### config.mk
export PLATFORM = sky130hd
export DESIGN_NAME = tsense_seq_ctrl
export DESIGN_NICKNAME = d
export VERILOG_FILES = /design/src/rtl/tsense_seq_ctrl.sv
export SDC_FILE = /design/constraint.sdc
export NUM_CORES = 1
export LEC_CHECK = 0
export CORE_MARGIN = 4
export CORE_UTILIZATION = 40
export CTS_CLUSTER_SIZE = 25
export DETAILED_ROUTE_END_ITERATION = 8
export GPL_TIMING_DRIVEN = 0
export SKIP_LAST_GASP = 1
export SLEW_MARGIN = 20
export SYNTH_ARGS = -nofsm -noshare
export SYNTH_HDL_FRONTEND = slang
export SYNTH_SLANG_ARGS = --single-unit
### constraint.sdc
create_clock -name clk -period 10.1 [get_ports clk]
set_input_delay 1.515 -clock clk [delete_from_list [all_inputs] [get_ports clk]]
set_output_delay 1.515 -clock clk [all_outputs]
set_load 0.05 [all_outputs]
### src/rtl/tsense_seq_ctrl.sv
// Conversion sequencer for the temperature-sense front-end: resets the core,
// waits for it to settle, then counts comparator-high samples over a
// 2^OSR_W-cycle window and publishes the count through a valid/ready register.
module tsense_seq_ctrl #(
   parameter int unsigned OSR_W      = 8,
   parameter int unsigned SETTLE_CYC = 16,
   parameter int unsigned INTERVAL_W = 16
) (
   input  logic                  clk,
   input  logic                  reset,
   input  logic                  en,
   input  logic                  start,
   input  logic [INTERVAL_W-1:0] interval,
   input  logic                  cmp,
   output logic                  core_rst,
   output logic                  core_en,
   output logic                  busy,
   output logic [OSR_W:0]        res_data,
   output logic                  res_valid,
   input  logic                  res_ready,
   input  logic                  ovr_clr,
   output logic                  overrun
);

   localparam int unsigned ACC_W = OSR_W + 1;
   localparam int unsigned SET_W = $clog2(SETTLE_CYC + 1);
   localparam int unsigned CNT_W = (ACC_W > SET_W) ? ACC_W : SET_W;

   // Terminal values of the shared phase counter (counts from 0)
   localparam logic [CNT_W-1:0] RST_LAST    = CNT_W'(1);
   localparam logic [CNT_W-1:0] SETTLE_LAST = CNT_W'(SETTLE_CYC - 1);
   localparam logic [CNT_W-1:0] CONV_LAST   = CNT_W'((1 << OSR_W) - 1);

   typedef enum logic [2:0] {
      S_IDLE,
      S_RST,
      S_SETTLE,
      S_CONV,
      S_WAIT
   } state_t;

   state_t                  state;
   state_t                  state_nxt;
   logic [CNT_W-1:0]        phase_cnt;
   logic [CNT_W-1:0]        phase_nxt;
   logic [INTERVAL_W-1:0]   wait_cnt;
   logic [ACC_W-1:0]        acc;
   logic [ACC_W-1:0]        acc_sum;
   logic                    conv_done_c;

   // Running count including the current cmp sample
   assign acc_sum = acc + ACC_W'(cmp);

   // Core control is a direct decode of the state register
   assign core_rst = (state == S_IDLE) || (state == S_RST);
   assign core_en  = (state == S_SETTLE) || (state == S_CONV) || (state == S_WAIT);
   assign busy     = (state != S_IDLE);

   // State register
   always_ff @(posedge clk) begin
      if (reset) begin
         state <= S_IDLE;
      end else begin
         state <= state_nxt;
      end
   end

   // Next-state decode; dropping en aborts any activity without a result
   always_comb begin
      state_nxt   = state;
      conv_done_c = 1'b0;
      phase_nxt   = '0;
      case (state)
         S_IDLE: begin
            if (en && start) state_nxt = S_RST;
         end
         S_RST: begin
            if (phase_cnt == RST_LAST) state_nxt = S_SETTLE;
         end
         S_SETTLE: begin
            if (phase_cnt == SETTLE_LAST) state_nxt = S_CONV;
         end
         S_CONV: begin
            if (phase_cnt == CONV_LAST) begin
               conv_done_c = 1'b1;
               state_nxt   = (interval == '0) ? S_IDLE : S_WAIT;
            end
         end
         S_WAIT: begin
            if (wait_cnt == '0) state_nxt = S_RST;
         end
         default: state_nxt = S_IDLE;
      endcase

      if (state != S_IDLE && !en) begin
         state_nxt   = S_IDLE;
         conv_done_c = 1'b0;
      end

      // Phase counter runs only while a timed state persists
      if (state_nxt == state &&
          (state == S_RST || state == S_SETTLE || state == S_CONV)) begin
         phase_nxt = phase_cnt + CNT_W'(1);
      end
   end

   // Phase, wait and accumulator counters
   always_ff @(posedge clk) begin
      if (reset) begin
         phase_cnt <= '0;
         wait_cnt  <= '0;
         acc       <= '0;
      end else begin
         phase_cnt <= phase_nxt;
         if (conv_done_c) begin
            wait_cnt <= interval - INTERVAL_W'(1);
         end else if (state == S_WAIT && wait_cnt != '0) begin
            wait_cnt <= wait_cnt - INTERVAL_W'(1);
         end
         if (state == S_CONV && en && !conv_done_c) begin
            acc <= acc_sum;
         end else begin
            acc <= '0;
         end
      end
   end

   // Result register with valid/ready handshake and sticky overrun
   always_ff @(posedge clk) begin
      if (reset) begin
         res_data  <= '0;
         res_valid <= 1'b0;
         overrun   <= 1'b0;
      end else begin
         if (conv_done_c) begin
            res_data  <= acc_sum;
            res_valid <= 1'b1;
         end else if (res_valid && res_ready) begin
            res_valid <= 1'b0;
         end

         if (conv_done_c && res_valid && !res_ready) begin
            overrun <= 1'b1;
         end else if (ovr_clr) begin
            overrun <= 1'b0;
         end
      end
   end

endmodule

# After elaboration in Yosys (flattened, before gate mapping)
# Cells that the tools add are included.
[word_totals]
romBits = 0
ram_bits = 0
reg_bits = 48
mem_count = 0
input_bits = 23
elab_cells = 65
latch_bits = 0
[op_classes]
magnitude_cmp = 0
n_div = 0
mux = 17
n_shift = 0
mul = 0
reduce_logical = 27
bitwise_logic = 2
eq_ne = 8
n_addsub = 4
[ops]
columns = ["cell", "n"]
rows = [
  ["logical NOT 16 bit", 2],
  ["2-to-1 mux 16 bit", 2],
  ["subtractor 16 x 1 -> 16 bit (second input constant)", 2],
  ["2-to-1 mux 3 bit", 7],
  ["nonzero test 16 bit", 1],
  ["one-hot mux 3 bit (5 select lines)", 1],
  ["adder 9 x 1 -> 9 bit", 1],
  ["adder 9 x 1 -> 9 bit (second input constant)", 1],
  ["equality test 9 x 1 -> 1 bit (second input constant)", 1],
  ["equality test 9 x 4 -> 1 bit (second input constant)", 1],
  ["equality test 9 x 8 -> 1 bit (second input constant)", 1],
  ["logical AND 1 bit", 9],
  ["2-to-1 mux 1 bit", 7],
  ["equality test 3 x 2 -> 1 bit (second input constant)", 2],
  ["nonzero test 2 bit", 3],
  ["logical OR 1 bit", 5],
  ["OR reduction 2 bit", 2],
  ["equality test 3 x 1 -> 1 bit (second input constant)", 1],
  ["equality test 3 bit", 1],
  ["equality test 3 bit (second input constant)", 1],
  ["logical NOT 1 bit", 3],
  ["logical NOT 3 bit", 1],
  ["nonzero test 3 bit", 1],
  ["inverter 1 bit", 2],
]

# Longest topological paths before layout
# Gate-level depths: netlist of run 1.
[depth]
depth_word = 9
depth_mapped = 17

# Least setup slack after synthesis of run 1
# Ideal clock, no wire load.
[synth_timing]
path_type = "in2reg"
startpoint = "input en"
endpoint = "register wait_cnt[14]"
setup_ns = 0.086
setup_slack_ns = 5.994
stages = 12
required_time_ns = 10.014
arrival_ns = 4.020
path_cell_list = "nand2b_1 -> nor2_1 -> clkbuf_1 -> buf_1 -> mux2i_1 -> ha_1 -> clkbuf_1 -> inv_1 -> nor4b_1 -> xor2_1 -> nor2_1 -> a211oi_1"
[synth_via]
elab_chain_len = 4
word_cells_on_any_way = 5
cone_classes = "2 x mux; 3 x reduce/logical"
[synth_rtl]
columns = ["item", "line", "rtl"]
rows = [
  ["from (decl)", "11", "input logic en,"],
  ["logical NOT 1 bit (*)", "95", "if (state != S_IDLE && !en) begin"],
  ["logical AND 1 bit (*)", "95", ""],
  ["2-to-1 mux 1 bit (*)", "95", ""],
  ["2-to-1 mux 16 bit or nonzero test 2 bit (tied branches)", "-", ""],
  ["to (signal assigned)", "116", "wait_cnt <= interval - INTERVAL_W'(1);"],
  ["to (signal assigned)", "118", "wait_cnt <= wait_cnt - INTERVAL_W'(1);"],
  ["to (decl)", "46", "logic [INTERVAL_W-1:0] wait_cnt;"],
]
# Mark *: on every way between the ends. The rest lies on a longest branch, timed or not.
# A chain may end at the register's enable or synchronous reset.

# Worst setup path after layout of run 1
# Ends and elaborated chain as after synthesis.

==> metrics.txt, run 1 <==
# TYPE chip_impl_metric gauge
chip_impl_info{name="run_status",value="complete, no violations"} 1
chip_impl_metric{name="globalRoute.totalOverflow",unit=""} 0
chip_impl_metric{name="number_of_inserted_diodes",unit=""} 0
chip_impl_metric{name="die_area",unit="um2"} 7980
chip_impl_metric{name="dp_hpwl",unit="um"} 5010
chip_impl_metric{name="clk-insertion-delay-late",unit="ps"} 300
chip_impl_metric{name="slew_headroom",unit="%"} 57.9
chip_impl_metric{name="final_max_slew_viol_count",unit=""} 0
chip_impl_metric{name="syn-cell-area",unit="um2"} 2650
chip_impl_metric{name="vdd_ir_drop_max",unit="mV"} 0.0649
chip_impl_info{name="main_combinational_cell_family_by_area_after_synthesis",value="simple AND/OR/NAND/NOR gates"} 1
chip_impl_metric{name="timing.max_cap.violations",unit=""} 0
chip_impl_metric{name="cts.htree.levels",unit=""} 2
chip_impl_metric{name="synth_edf_count",unit=""} 0
chip_impl_metric{name="rows",unit=""} 29
chip_impl_metric{name="first_global_vias",unit=""} 2308
chip_impl_metric{name="antenna_violations_before_repair",unit=""} 0
chip_impl_info{name="holdCritStartpoint",value="res_data[0]"} 1
chip_impl_metric{name="layout-drive-gt1-share",unit="%"} 5.99
chip_impl_metric{name="postRouteAntennaNets",unit=""} 0
chip_impl_metric{name="initial_utilization",unit="%"} 41.4
chip_impl_metric{name="deepest_clock_path_buffer_count",unit=""} 2
chip_impl_metric{name="yosysWarningCount",unit=""} 0
chip_impl_metric{name="power_density",unit="nW/um2"} 106
chip_impl_metric{name="floorplan.core_area",unit="um2"} 6390
chip_impl_info{name="ys_dominant_reg_cell",value="dfxtp_1"} 1
chip_impl_metric{name="total_area_of_sequential_cells",unit="um2"} 961
chip_impl_metric{name="multiInputGateArea",unit="um2"} 1600
chip_impl_metric{name="post-route-min-period",unit="ps"} 5200
chip_impl_metric{name="ys_seq_elements",unit=""} 48
chip_impl_metric{name="worst_path_clk_slew",unit="ps"} 90
chip_impl_metric{name="vias_per_cell",unit=""} 5.46
chip_impl_metric{name="dpl_worst_slack",unit="ps"} 4610
chip_impl_metric{name="grt_first_pass_wirelength",unit="um"} 11400
chip_impl_info{name="yosys-top-cells-area",value="dfxtp_1 36%, nor2_1 7.7%, xor2_1 7.0%, a211oi_1 5.4%, nand2_1 3.7%"} 1
chip_impl_info{name="kind_of_launch_point_of_the_worst_setup_path",value="input pin"} 1
chip_impl_metric{name="finClkSkew",unit="ps"} 8.52
chip_impl_metric{name="cts_resized",unit=""} 0
chip_impl_metric{name="power.static_leakage",unit="nW"} 1.09
chip_impl_metric{name="synthArstFlopShare",unit="%"} 0
chip_impl_metric{name="netlist-cell-type-count",unit=""} 48
chip_impl_metric{name="cts_made_buffers",unit=""} 5
chip_impl_metric{name="fin_crit_sh",unit="%"} 51.5
chip_impl_info{name="crit_start",value="en"} 1
chip_impl_metric{name="globalplace.congestion",unit=""} 0.865
chip_impl_metric{name="timing.critical_path.arrival",unit="ps"} 5420
chip_impl_metric{name="synth_top_area_share",unit="%"} 36.3
chip_impl_metric{name="finish.cell_count_without_fillers",unit=""} 444
chip_impl_metric{name="pin_count_of_the_biggest_net_entering_global_routing",unit=""} 16
chip_impl_info{name="crit_end_category",value="flip-flop"} 1
chip_impl_metric{name="post_synth_mux_area_share",unit="%"} 1.18
chip_impl_info{name="path_class",value="input pin to flip-flop"} 1
chip_impl_metric{name="placement.io_buffers",unit=""} 36
chip_impl_metric{name="clock.fmax",unit="MHz"} 192
chip_impl_metric{name="cp_max_fo",unit=""} 10
chip_impl_metric{name="post_synthesis_compound_gate_area_fraction",unit="%"} 16.5
chip_impl_metric{name="post_cts_hold_buffer_count",unit=""} 0
chip_impl_metric{name="ioPinCount",unit=""} 37
chip_impl_metric{name="xor_xnor_portion_of_the_synthesized_cell_area",unit="%"} 10.6
chip_impl_metric{name="drt_drc_violations_left",unit=""} 0
chip_impl_metric{name="first_pass_iters",unit=""} 5
chip_impl_metric{name="syn_avg_cell_area",unit="um2"} 8.19
chip_impl_info{name="hold_path.class",value="flip-flop to flip-flop"} 1
chip_impl_metric{name="synthToLayoutAreaGrowth",unit="%"} 20.6
chip_impl_metric{name="nFillCells",unit=""} 647
chip_impl_metric{name="finalWorstSetupSlack",unit="ps"} 4900
chip_impl_metric{name="tns",unit="ps"} 0
chip_impl_metric{name="post_synth_inst_count",unit=""} 323
chip_impl_metric{name="place_area",unit="um2"} 3100
chip_impl_metric{name="cts.sinks",unit=""} 48
chip_impl_info{name="ctsRootBufferMaster",value="clkbuf_8"} 1
chip_impl_metric{name="timing_worst_slew_pin_value",unit="ps"} 630
chip_impl_metric{name="grt_usage",unit="%"} 18.1
chip_impl_metric{name="final_net_count",unit=""} 396
chip_impl_metric{name="fp.dieH",unit="um"} 89.3
chip_impl_metric{name="via_count",unit=""} 2424
chip_impl_metric{name="post_place_cells",unit=""} 436
chip_impl_metric{name="drt-total-wl",unit="um"} 6780
chip_impl_metric{name="synth_adder_area_share",unit="%"} 3.31
chip_impl_metric{name="totalPowerFinal",unit="W"} 0.000338
chip_impl_metric{name="die_width",unit="um"} 89.3
chip_impl_metric{name="syn-num-nets",unit=""} 353
chip_impl_info{name="setup_repair_after_global_routing_missed_its_margin",value="false"} 1
chip_impl_metric{name="hold_violations",unit=""} 0
chip_impl_metric{name="cp_data_required_time",unit="ps"} 10320
chip_impl_metric{name="setup_violations",unit=""} 0
chip_impl_info{name="synth_area_leader_cell",value="dfxtp_1"} 1
chip_impl_info{name="tritoncts",value="done"} 1
chip_impl_metric{name="synth_seq_area_share",unit="%"} 36.3
chip_impl_metric{name="drtIter0Drc",unit=""} 74
chip_impl_metric{name="post-route-cell-area",unit="um2"} 3190
chip_impl_metric{name="wl_per_cell",unit="um"} 15.3
chip_impl_info{name="worst_r2r_startpoint",value="phase_cnt[0]"} 1
chip_impl_metric{name="synthSimpleGateAreaFrac",unit="%"} 29.0
chip_impl_metric{name="postCtsSetupBuffers",unit=""} 0
## flip-flops by register name, indices dropped and copies added (netlist names)
signal     count
wait_cnt      16
acc            9
phase_cnt      9
res_data       9
state          3
overrun        1
res_valid      1
## worst max-delay path: stages
cell             delay, ps
clkdlybuf4s50_1        530
nand2b_1               170
nor2_1                 530
clkbuf_1               420
buf_1                  460
mux2i_1                250
ha_1                   160
clkbuf_1               380
inv_1                  160
nor4b_1                370
xor2_1                 180
nor2_1                  50
a211oi_1               230
## per-stage QoR
| step | hold slack [ps] | utilization [%] |
|---|---|---|
| finish | 463 | 49.9 |
| global route | 492 | 49.9 |
| CTS | 463 | 49.9 |
| detailed placement | 452 | 48.6 |
| global placement | 447 | 48.6 |
| floorplan | 433 | - |
## layout make-up
cell class | instances | area share [%]
Timing Repair Buffer | 36 | 11.3
Tap cell | 77 | 3.02
Clock buffer | 5 | 2.16
Sequential cell | 48 | 30.1
Inverter | 7 | 0.824
Multi-Input combinational cell | 254 | 50.3
Buffer | 14 | 1.69
Clock inverter | 3 | 0.588
## cells in the mapped netlist, types with 4 or more instances
cell type	instances
a211oi_1	19
a21oi_1	9
and3_1	5
clkbuf_1	11
dfxtp_1	48
ha_1	7
inv_1	7
nand2_1	26
nand3_1	16
nand4_1	6
nor2_1	54
nor3_1	14
nor4_1	7
o21ai_0	9
o311ai_0	4
or3_1	4
xnor2_1	11
xor2_1	21
## path summary, 6_finish.rpt
check | to | slack, ps | cells past startpoint
worst min-delay path | res_data[0] | 460 | 2
worst max register to register | wait_cnt[14] | 5210 | 17
worst min register to register | res_data[0] | 460 | 2
worst max-delay path | wait_cnt[14] | 4900 | 13
## metal layers
layer / global-route usage (%) / up-vias / wire length [um]
met3: 3.41 / 6 / 289
met1: 25.9 / 1136 / 3430
met4: 4.19 / 0 / 51
li1: - / 1248 / -
met5: 0 / - / 0
met2: 28.3 / 34 / 3010
## logic make-up (layout without fill, tap and decap cells)
kind of cell,Yosys count,count (layout)
AO/OA/AOI/OAI,58,58
XOR/XNOR,32,32
adder cells (fa/ha/maj),7,7
buffers and inverters,21,65
flip-flops,48,48
multiplexers,3,3
AND/OR/NAND/NOR,154,154
## layout by cell type, fill, tap and decap left out, types with 4 or more instances in the layout
cell type	count
dfxtp_1	48
xnor2_1	11
o21ai_0	9
nor4_1	7
nand3_1	16
and3_1	5
inv_1	7
nor3_1	14
clkdlybuf4s50_1	36
a211oi_1	19
xor2_1	21
nand2_1	26
clkbuf_8	5
o311ai_0	4
nand4_1	6
nor2_1	54
a21oi_1	9
or3_1	4
ha_1	7
clkbuf_1	11
## where the power goes
| group | leakage (nW) | switching (W) | internal (W) |
|---|---|---|---|
| combinational | 0.651 | 0.0000161 | 0.0000141 |
| sequential | 0.387 | 0.000000492 | 0.000190 |
| clock | 0.0479 | 0.0000690 | 0.0000485 |
Power figures use the tool's default switching activity.
==> run 2: changes to the inputs <==
clock period = 4.5 ns   (was 10.1 ns; I/O delays follow)
==> run 2 against run 1 <==
Cell count shrank 0.23%. Routed wire length shrank 0.47%. Non-clock buffer count shrank 1.
==> metrics.txt, run 2 (synthesized netlist as in run 1, its figures left out) <==
# TYPE chip_impl_metric gauge
chip_impl_metric{name="nFillCells",unit=""} 647
chip_impl_metric{name="cp_max_fo",unit=""} 10
chip_impl_metric{name="power_density",unit="nW/um2"} 236
chip_impl_metric{name="timing_worst_slew_pin_value",unit="ps"} 556
chip_impl_metric{name="power_report.internal_total",unit="W"} 0.000566
chip_impl_metric{name="wl_per_cell",unit="um"} 15.2
chip_impl_metric{name="clockPowerShare",unit="%"} 34.4
chip_impl_metric{name="post-route-cell-area",unit="um2"} 3200
chip_impl_metric{name="placement.io_buffers",unit=""} 36
chip_impl_metric{name="first_pass_iters",unit=""} 4
chip_impl_metric{name="grt_usage",unit="%"} 18.1
chip_impl_info{name="kind_of_launch_point_of_the_worst_setup_path",value="flip-flop"} 1
chip_impl_metric{name="globalRoute.totalOverflow",unit=""} 0
chip_impl_metric{name="cts.sinks",unit=""} 48
chip_impl_metric{name="holdWs",unit="ps"} 462
chip_impl_metric{name="postCtsSetupBuffers",unit=""} 0
chip_impl_metric{name="clock.fmax",unit="MHz"} 247
chip_impl_metric{name="post_cts_hold_buffer_count",unit=""} 0
chip_impl_metric{name="place_area",unit="um2"} 3100
chip_impl_metric{name="multiInputGateArea",unit="um2"} 1610
chip_impl_info{name="path_class",value="flip-flop to flip-flop"} 1
chip_impl_metric{name="pin_count_of_the_biggest_net_entering_global_routing",unit=""} 16
chip_impl_metric{name="drtIter0Drc",unit=""} 75
chip_impl_metric{name="largest_register_ff_count",unit=""} 16
chip_impl_metric{name="fin_crit_sh",unit="%"} 90.0
chip_impl_metric{name="setup_violations",unit=""} 0
chip_impl_metric{name="comb_power_share",unit="%"} 9.0
chip_impl_metric{name="timing.max_cap.violations",unit=""} 0
chip_impl_metric{name="worst_path_clk_slew",unit="ps"} 90
chip_impl_metric{name="floorplan.core_area",unit="um2"} 6390
chip_impl_info{name="commonest_cells_after_routing_fill_and_taps_aside",value="53 x nor2_1, 48 x dfxtp_1, 36 x clkdlybuf4s50_1"} 1
chip_impl_metric{name="fp.dieH",unit="um"} 89.3
chip_impl_metric{name="clk-insertion-delay-late",unit="ps"} 300
chip_impl_metric{name="drt-total-wl",unit="um"} 6750
chip_impl_metric{name="post-route-min-period",unit="ps"} 4050
chip_impl_metric{name="dp_hpwl",unit="um"} 5010
chip_impl_metric{name="antenna_violations_before_repair",unit=""} 0
chip_impl_metric{name="layout-drive-gt1-share",unit="%"} 7.10
chip_impl_metric{name="vdd_ir_drop_max",unit="mV"} 0.141
chip_impl_metric{name="deepest_clock_path_buffer_count",unit=""} 2
chip_impl_info{name="hold_path.class",value="flip-flop to flip-flop"} 1
chip_impl_metric{name="ioPinCount",unit=""} 37
chip_impl_metric{name="power.share.switching",unit="%"} 25.0
chip_impl_metric{name="worst-r2r-setup-slack",unit="ps"} 450
chip_impl_metric{name="grt_first_pass_wirelength",unit="um"} 11400
chip_impl_metric{name="number_of_inserted_diodes",unit=""} 0
chip_impl_info{name="ctsRootBufferMaster",value="clkbuf_8"} 1
chip_impl_info{name="largest-register",value="wait_cnt"} 1
chip_impl_metric{name="slew_headroom",unit="%"} 62.6
chip_impl_metric{name="first_global_vias",unit=""} 2308
chip_impl_metric{name="cts_resized",unit=""} 3
chip_impl_metric{name="final_max_slew_viol_count",unit=""} 0
chip_impl_metric{name="timing.critical_path.arrival",unit="ps"} 4260
chip_impl_metric{name="cts_made_buffers",unit=""} 5
chip_impl_metric{name="pwr-share-seq",unit="%"} 56.6
chip_impl_info{name="most_common_cell_after_layout_fill_and_taps_aside",value="nor2_1"} 1
chip_impl_metric{name="via_count",unit=""} 2436
chip_impl_metric{name="postRouteAntennaNets",unit=""} 0
chip_impl_metric{name="globalplace.congestion",unit=""} 0.865
chip_impl_metric{name="vias_per_cell",unit=""} 5.50
chip_impl_info{name="crit_end_category",value="flip-flop"} 1
chip_impl_metric{name="final_net_count",unit=""} 395
chip_impl_metric{name="finClkSkew",unit="ps"} 4.34
chip_impl_metric{name="power.static_leakage",unit="nW"} 1.09
chip_impl_metric{name="total_area_of_sequential_cells",unit="um2"} 961
chip_impl_metric{name="cp_data_required_time",unit="ps"} 4710
chip_impl_metric{name="initial_utilization",unit="%"} 41.4
chip_impl_info{name="run_status",value="complete, no violations"} 1
chip_impl_metric{name="synthToLayoutAreaGrowth",unit="%"} 20.9
chip_impl_metric{name="rows",unit=""} 29
chip_impl_metric{name="drt_drc_violations_left",unit=""} 0
chip_impl_metric{name="cts.htree.levels",unit=""} 2
chip_impl_metric{name="die_width",unit="um"} 89.3
chip_impl_metric{name="hold_violations",unit=""} 0
chip_impl_metric{name="net-switching-power",unit="W"} 0.000188
chip_impl_info{name="setup_repair_after_global_routing_missed_its_margin",value="false"} 1
chip_impl_info{name="tritoncts",value="done"} 1
chip_impl_metric{name="die_area",unit="um2"} 7980
==> run 2: changes by cell type in the layout (fill, tap and decap cells not counted), sizes merged <==
cell	change
clkbuf	-1
==> run 2: power groups by stage <==
stage	registers (W)	clock network [W]	logic (W)
after floorplan	0.000437	0	0.0000320
after global placement	0.000437	0	0.0000677
after detailed placement	0.000437	0	0.0000671
after CTS	0.000427	0.000273	0.0000678
after global routing	0.000427	0.000290	0.0000738
final	0.000427	0.000260	0.0000679
==> run 2: through the flow <==
stage	worst slack [ps]	power (W)	TNS (ps)	std cells	utilization [%]
after floorplan	619	0.000468	0	323	-
after global placement	-313	0.000504	-803	436	48.6
after detailed placement	-354	0.000504	-962	436	48.6
after CTS	74.6	0.000768	0	444	50.0
after global routing	103	0.000791	0	443	50.1
final	452	0.000754	0	443	50.1
==> run 2: worst paths after layout <==
path / startpoint / endpoint / cells after the start
max reg2reg: phase_cnt[0] / wait_cnt[14] / 16
min reg2reg: res_data[0] / res_data[0] / 2
min: res_data[0] / res_data[0] / 2
max: phase_cnt[0] / wait_cnt[14] / 16
==> run 2: critical path: stages, from the launching register on <==
cell	delay [ps]
dfxtp_1	390
ha_1	220
and3_1	200
and3_1	190
and3_1	190
ha_1	220
nand3_1	210
nor2_4	280
clkbuf_2	270
buf_2	280
mux2i_1	220
ha_2	320
inv_1	120
nor4b_1	350
xor2_1	180
nor2_1	60
a211oi_1	250
==> run 2: metal layers <==
metal	GRT usage, %	routed length, um	vias up
met2	28.3	3040	44
met5	0	0	-
li1	-	-	1240
met3	3.41	348	5
met1	26.0	3310	1147
met4	4.19	51	0
==> run 2: area by class of cell <==
| class | instances | area share, % |
|---|---|---|
| multi-input combinational | 254 | 50.5 |
| sequential | 48 | 30.0 |
| timing repair buffer | 36 | 11.3 |
| tap | 77 | 3.01 |
| clock buffer | 5 | 2.15 |
| buffer | 13 | 1.64 |
| inverter | 7 | 0.822 |
| clock inverter | 3 | 0.587 |
==> run 3: changes to the inputs <==
clock period = 3.5 ns   (was 4.5 ns; I/O delays follow)
==> run 3 against run 2 <==
Design area increased by 2.9%. Critical path depth is the same. Routed wire length is 2.0% higher. Sequential power grew 29%. Setup slack got worse by 200 ps. Largest cell class unchanged.
==> metrics.txt, run 3 (synthesized netlist as in run 1, its figures left out) <==
# TYPE chip_impl_metric gauge
chip_impl_metric{name="clock.fmax",unit="MHz"} 308
chip_impl_metric{name="power.static_leakage",unit="nW"} 1.10
chip_impl_metric{name="largest_register_ff_count",unit=""} 16
chip_impl_metric{name="postRouteAntennaNets",unit=""} 0
chip_impl_metric{name="fin_crit_sh",unit="%"} 92.7
chip_impl_info{name="critical_path.reg2reg.endpoint",value="wait_cnt[6]"} 1
chip_impl_metric{name="ioPinCount",unit=""} 37
chip_impl_info{name="tritoncts",value="done"} 1
chip_impl_metric{name="number_of_inserted_diodes",unit=""} 0
chip_impl_metric{name="net-switching-power",unit="W"} 0.000244
chip_impl_metric{name="pwr-share-seq",unit="%"} 56.3
chip_impl_info{name="commonest_cells_after_routing_fill_and_taps_aside",value="53 x nor2_1, 46 x dfxtp_1, 36 x clkdlybuf4s50_1"} 1
chip_impl_metric{name="worst-r2r-setup-slack",unit="ps"} 260
chip_impl_metric{name="hold_violations",unit=""} 0
chip_impl_metric{name="vias_per_cell",unit=""} 5.49
chip_impl_metric{name="finClkSkew",unit="ps"} 7.52
chip_impl_metric{name="rows",unit=""} 29
chip_impl_metric{name="clk-insertion-delay-late",unit="ps"} 300
chip_impl_info{name="hold_path.class",value="flip-flop to flip-flop"} 1
chip_impl_metric{name="fp.dieH",unit="um"} 89.3
chip_impl_metric{name="pin_count_of_the_biggest_net_entering_global_routing",unit=""} 15
chip_impl_metric{name="globalRoute.totalOverflow",unit=""} 0
chip_impl_metric{name="final_max_slew_viol_count",unit=""} 0
chip_impl_metric{name="slew_headroom",unit="%"} 55.1
chip_impl_metric{name="placement.io_buffers",unit=""} 36
chip_impl_metric{name="layout-drive-gt1-share",unit="%"} 9.78
chip_impl_metric{name="post-route-cell-area",unit="um2"} 3290
chip_impl_metric{name="hold_path_depth",unit=""} 1
chip_impl_metric{name="die_width",unit="um"} 89.3
chip_impl_metric{name="drt_drc_violations_left",unit=""} 0
chip_impl_info{name="setup_repair_after_global_routing_missed_its_margin",value="false"} 1
chip_impl_metric{name="grt_first_pass_wirelength",unit="um"} 11700
chip_impl_metric{name="antenna_violations_before_repair",unit=""} 0
chip_impl_metric{name="cp_data_required_time",unit="ps"} 3720
chip_impl_metric{name="vdd_ir_drop_max",unit="mV"} 0.159
chip_impl_metric{name="cts.htree.levels",unit=""} 2
chip_impl_metric{name="cp_max_fo",unit=""} 10
chip_impl_metric{name="timing_worst_slew_pin_value",unit="ps"} 673
chip_impl_metric{name="post-route-min-period",unit="ps"} 3240
chip_impl_metric{name="synthToLayoutAreaGrowth",unit="%"} 24.4
chip_impl_metric{name="via_count",unit=""} 2442
chip_impl_metric{name="post_cts_hold_buffer_count",unit=""} 0
chip_impl_metric{name="power_report.internal_total",unit="W"} 0.000732
chip_impl_metric{name="comb_power_share",unit="%"} 9.2
chip_impl_metric{name="cts_made_buffers",unit=""} 5
chip_impl_metric{name="totalPowerFinal",unit="W"} 0.000976
chip_impl_metric{name="drtIter0Drc",unit=""} 125
chip_impl_info{name="path_class",value="flip-flop to flip-flop"} 1
chip_impl_info{name="run_status",value="complete, no violations"} 1
chip_impl_info{name="most_common_cell_after_layout_fill_and_taps_aside",value="nor2_1"} 1
chip_impl_metric{name="clockPowerShare",unit="%"} 34.6
chip_impl_metric{name="place_area",unit="um2"} 3110
chip_impl_metric{name="wl_per_cell",unit="um"} 15.5
chip_impl_metric{name="postLayoutCoreUtil",unit="%"} 51.5
chip_impl_info{name="largest-register",value="wait_cnt"} 1
chip_impl_metric{name="setup_violations",unit=""} 0
chip_impl_metric{name="power_density",unit="nW/um2"} 297
chip_impl_info{name="worst_r2r_startpoint",value="phase_cnt[0]"} 1
chip_impl_metric{name="total_area_of_sequential_cells",unit="um2"} 963
chip_impl_metric{name="timing.max_cap.violations",unit=""} 0
chip_impl_metric{name="initial_utilization",unit="%"} 41.4
chip_impl_info{name="crit_end_category",value="flip-flop"} 1
chip_impl_info{name="kind_of_launch_point_of_the_worst_setup_path",value="flip-flop"} 1
chip_impl_info{name="ctsRootBufferMaster",value="clkbuf_8"} 1
chip_impl_metric{name="first_global_vias",unit=""} 2424
chip_impl_metric{name="globalplace.congestion",unit=""} 0.820
chip_impl_metric{name="depth_of_the_most_critical_reg_to_reg_path",unit=""} 16
chip_impl_metric{name="worst_path_clk_slew",unit="ps"} 90
chip_impl_info{name="holdCritStartpoint",value="phase_cnt[0]"} 1
chip_impl_metric{name="final_net_count",unit=""} 397
chip_impl_metric{name="timing.critical_path.arrival",unit="ps"} 3460
chip_impl_info{name="hold_end",value="phase_cnt[0]"} 1
chip_impl_metric{name="nFillCells",unit=""} 621
chip_impl_metric{name="cts.sinks",unit=""} 48
chip_impl_metric{name="grt_usage",unit="%"} 18.7
chip_impl_metric{name="first_pass_iters",unit=""} 4
chip_impl_metric{name="floorplan.core_area",unit="um2"} 6390
chip_impl_metric{name="die_area",unit="um2"} 7980
chip_impl_metric{name="dp_hpwl",unit="um"} 5040
chip_impl_metric{name="drt-total-wl",unit="um"} 6880
chip_impl_metric{name="power.share.switching",unit="%"} 25.0
chip_impl_metric{name="deepest_clock_path_buffer_count",unit=""} 2
chip_impl_metric{name="multiInputGateArea",unit="um2"} 1670
-- run 3: metrics by stage --
| stage | worst slack (ps) | cells | hold slack, ps | TNS (ps) |
|---|---|---|---|---|
| 2_1_floorplan | 16.0 | 323 | 433 | 0 |
| 3_3_place_gp | -695 | 436 | 447 | -3220 |
| 3_5_place_dp | -718 | 436 | 458 | -3430 |
| 4_1_cts | 20.8 | 445 | 445 | 0 |
| 5_1_grt | 35.6 | 445 | 434 | 0 |
| 6_report | 256 | 445 | 420 | 0 |
-- run 3: repair_timing --
action	4_1_cts	5_1_grt
gates cloned	0	0
setup endpoints to repair	7	4
pin swaps	2	2
buffers inserted	1	1
endpoints found under the hold margin	0	0
resized for setup	13	10
-- run 3: metal layers --
metal  share of wire, %  routed length, um  vias to the layer above  track usage [%]
met5                  0                  0                        -                0
met4                1.0                 69                        0             4.60
met3                5.7                393                        4             3.32
met2                 46               3170                       49             30.7
met1                 47               3250                     1142             25.6
li1                   -                  -                     1247                -
-- run 3: worst max-delay path by stage --
stage          depth (start not counted)    startpoint           end  slack (ps)
6_report                              16  phase_cnt[0]   wait_cnt[6]         260
5_1_grt                               16  phase_cnt[0]   wait_cnt[6]          40
4_1_cts                               17  phase_cnt[1]   wait_cnt[6]          20
3_5_place_dp                          17  phase_cnt[0]  wait_cnt[14]        -720
3_3_place_gp                          17  phase_cnt[0]  wait_cnt[14]        -690
2_1_floorplan                         17  phase_cnt[0]  wait_cnt[14]          20
-- run 3: cell type report --
cell class | count | area share [%]
clock inverters | 1 | 0.266
well taps | 77 | 2.93
multi-input cells | 254 | 50.8
inverters | 7 | 0.798
plain buffers | 13 | 2.17
repair buffers | 38 | 11.4
clock buffers | 7 | 2.32
flip-flops and latches | 48 | 29.3
-- run 3: power by group through the flow --
stage               sequential, W  combinational, W  clock (W)
detailed placement       0.000562         0.0000869          0
CTS                      0.000549         0.0000882   0.000348
finish                   0.000549         0.0000895   0.000337
floorplan                0.000561         0.0000412          0
global placement         0.000562         0.0000873          0
global route             0.000550         0.0000970   0.000372
-- run 3: critical path: stages (launching register included) --
cell      delay, ps
dfxtp_2         350
ha_2            190
and3_4          190
and3_4          190
and3_4          200
ha_4            160
nand3_4         110
nor2_4          170
buf_4           180
mux2i_1         240
ha_2            210
clkbuf_8        160
nand4_1         140
o2bb2a_4        260
nand2_1          60
xor2_1          150
a211oi_1        210
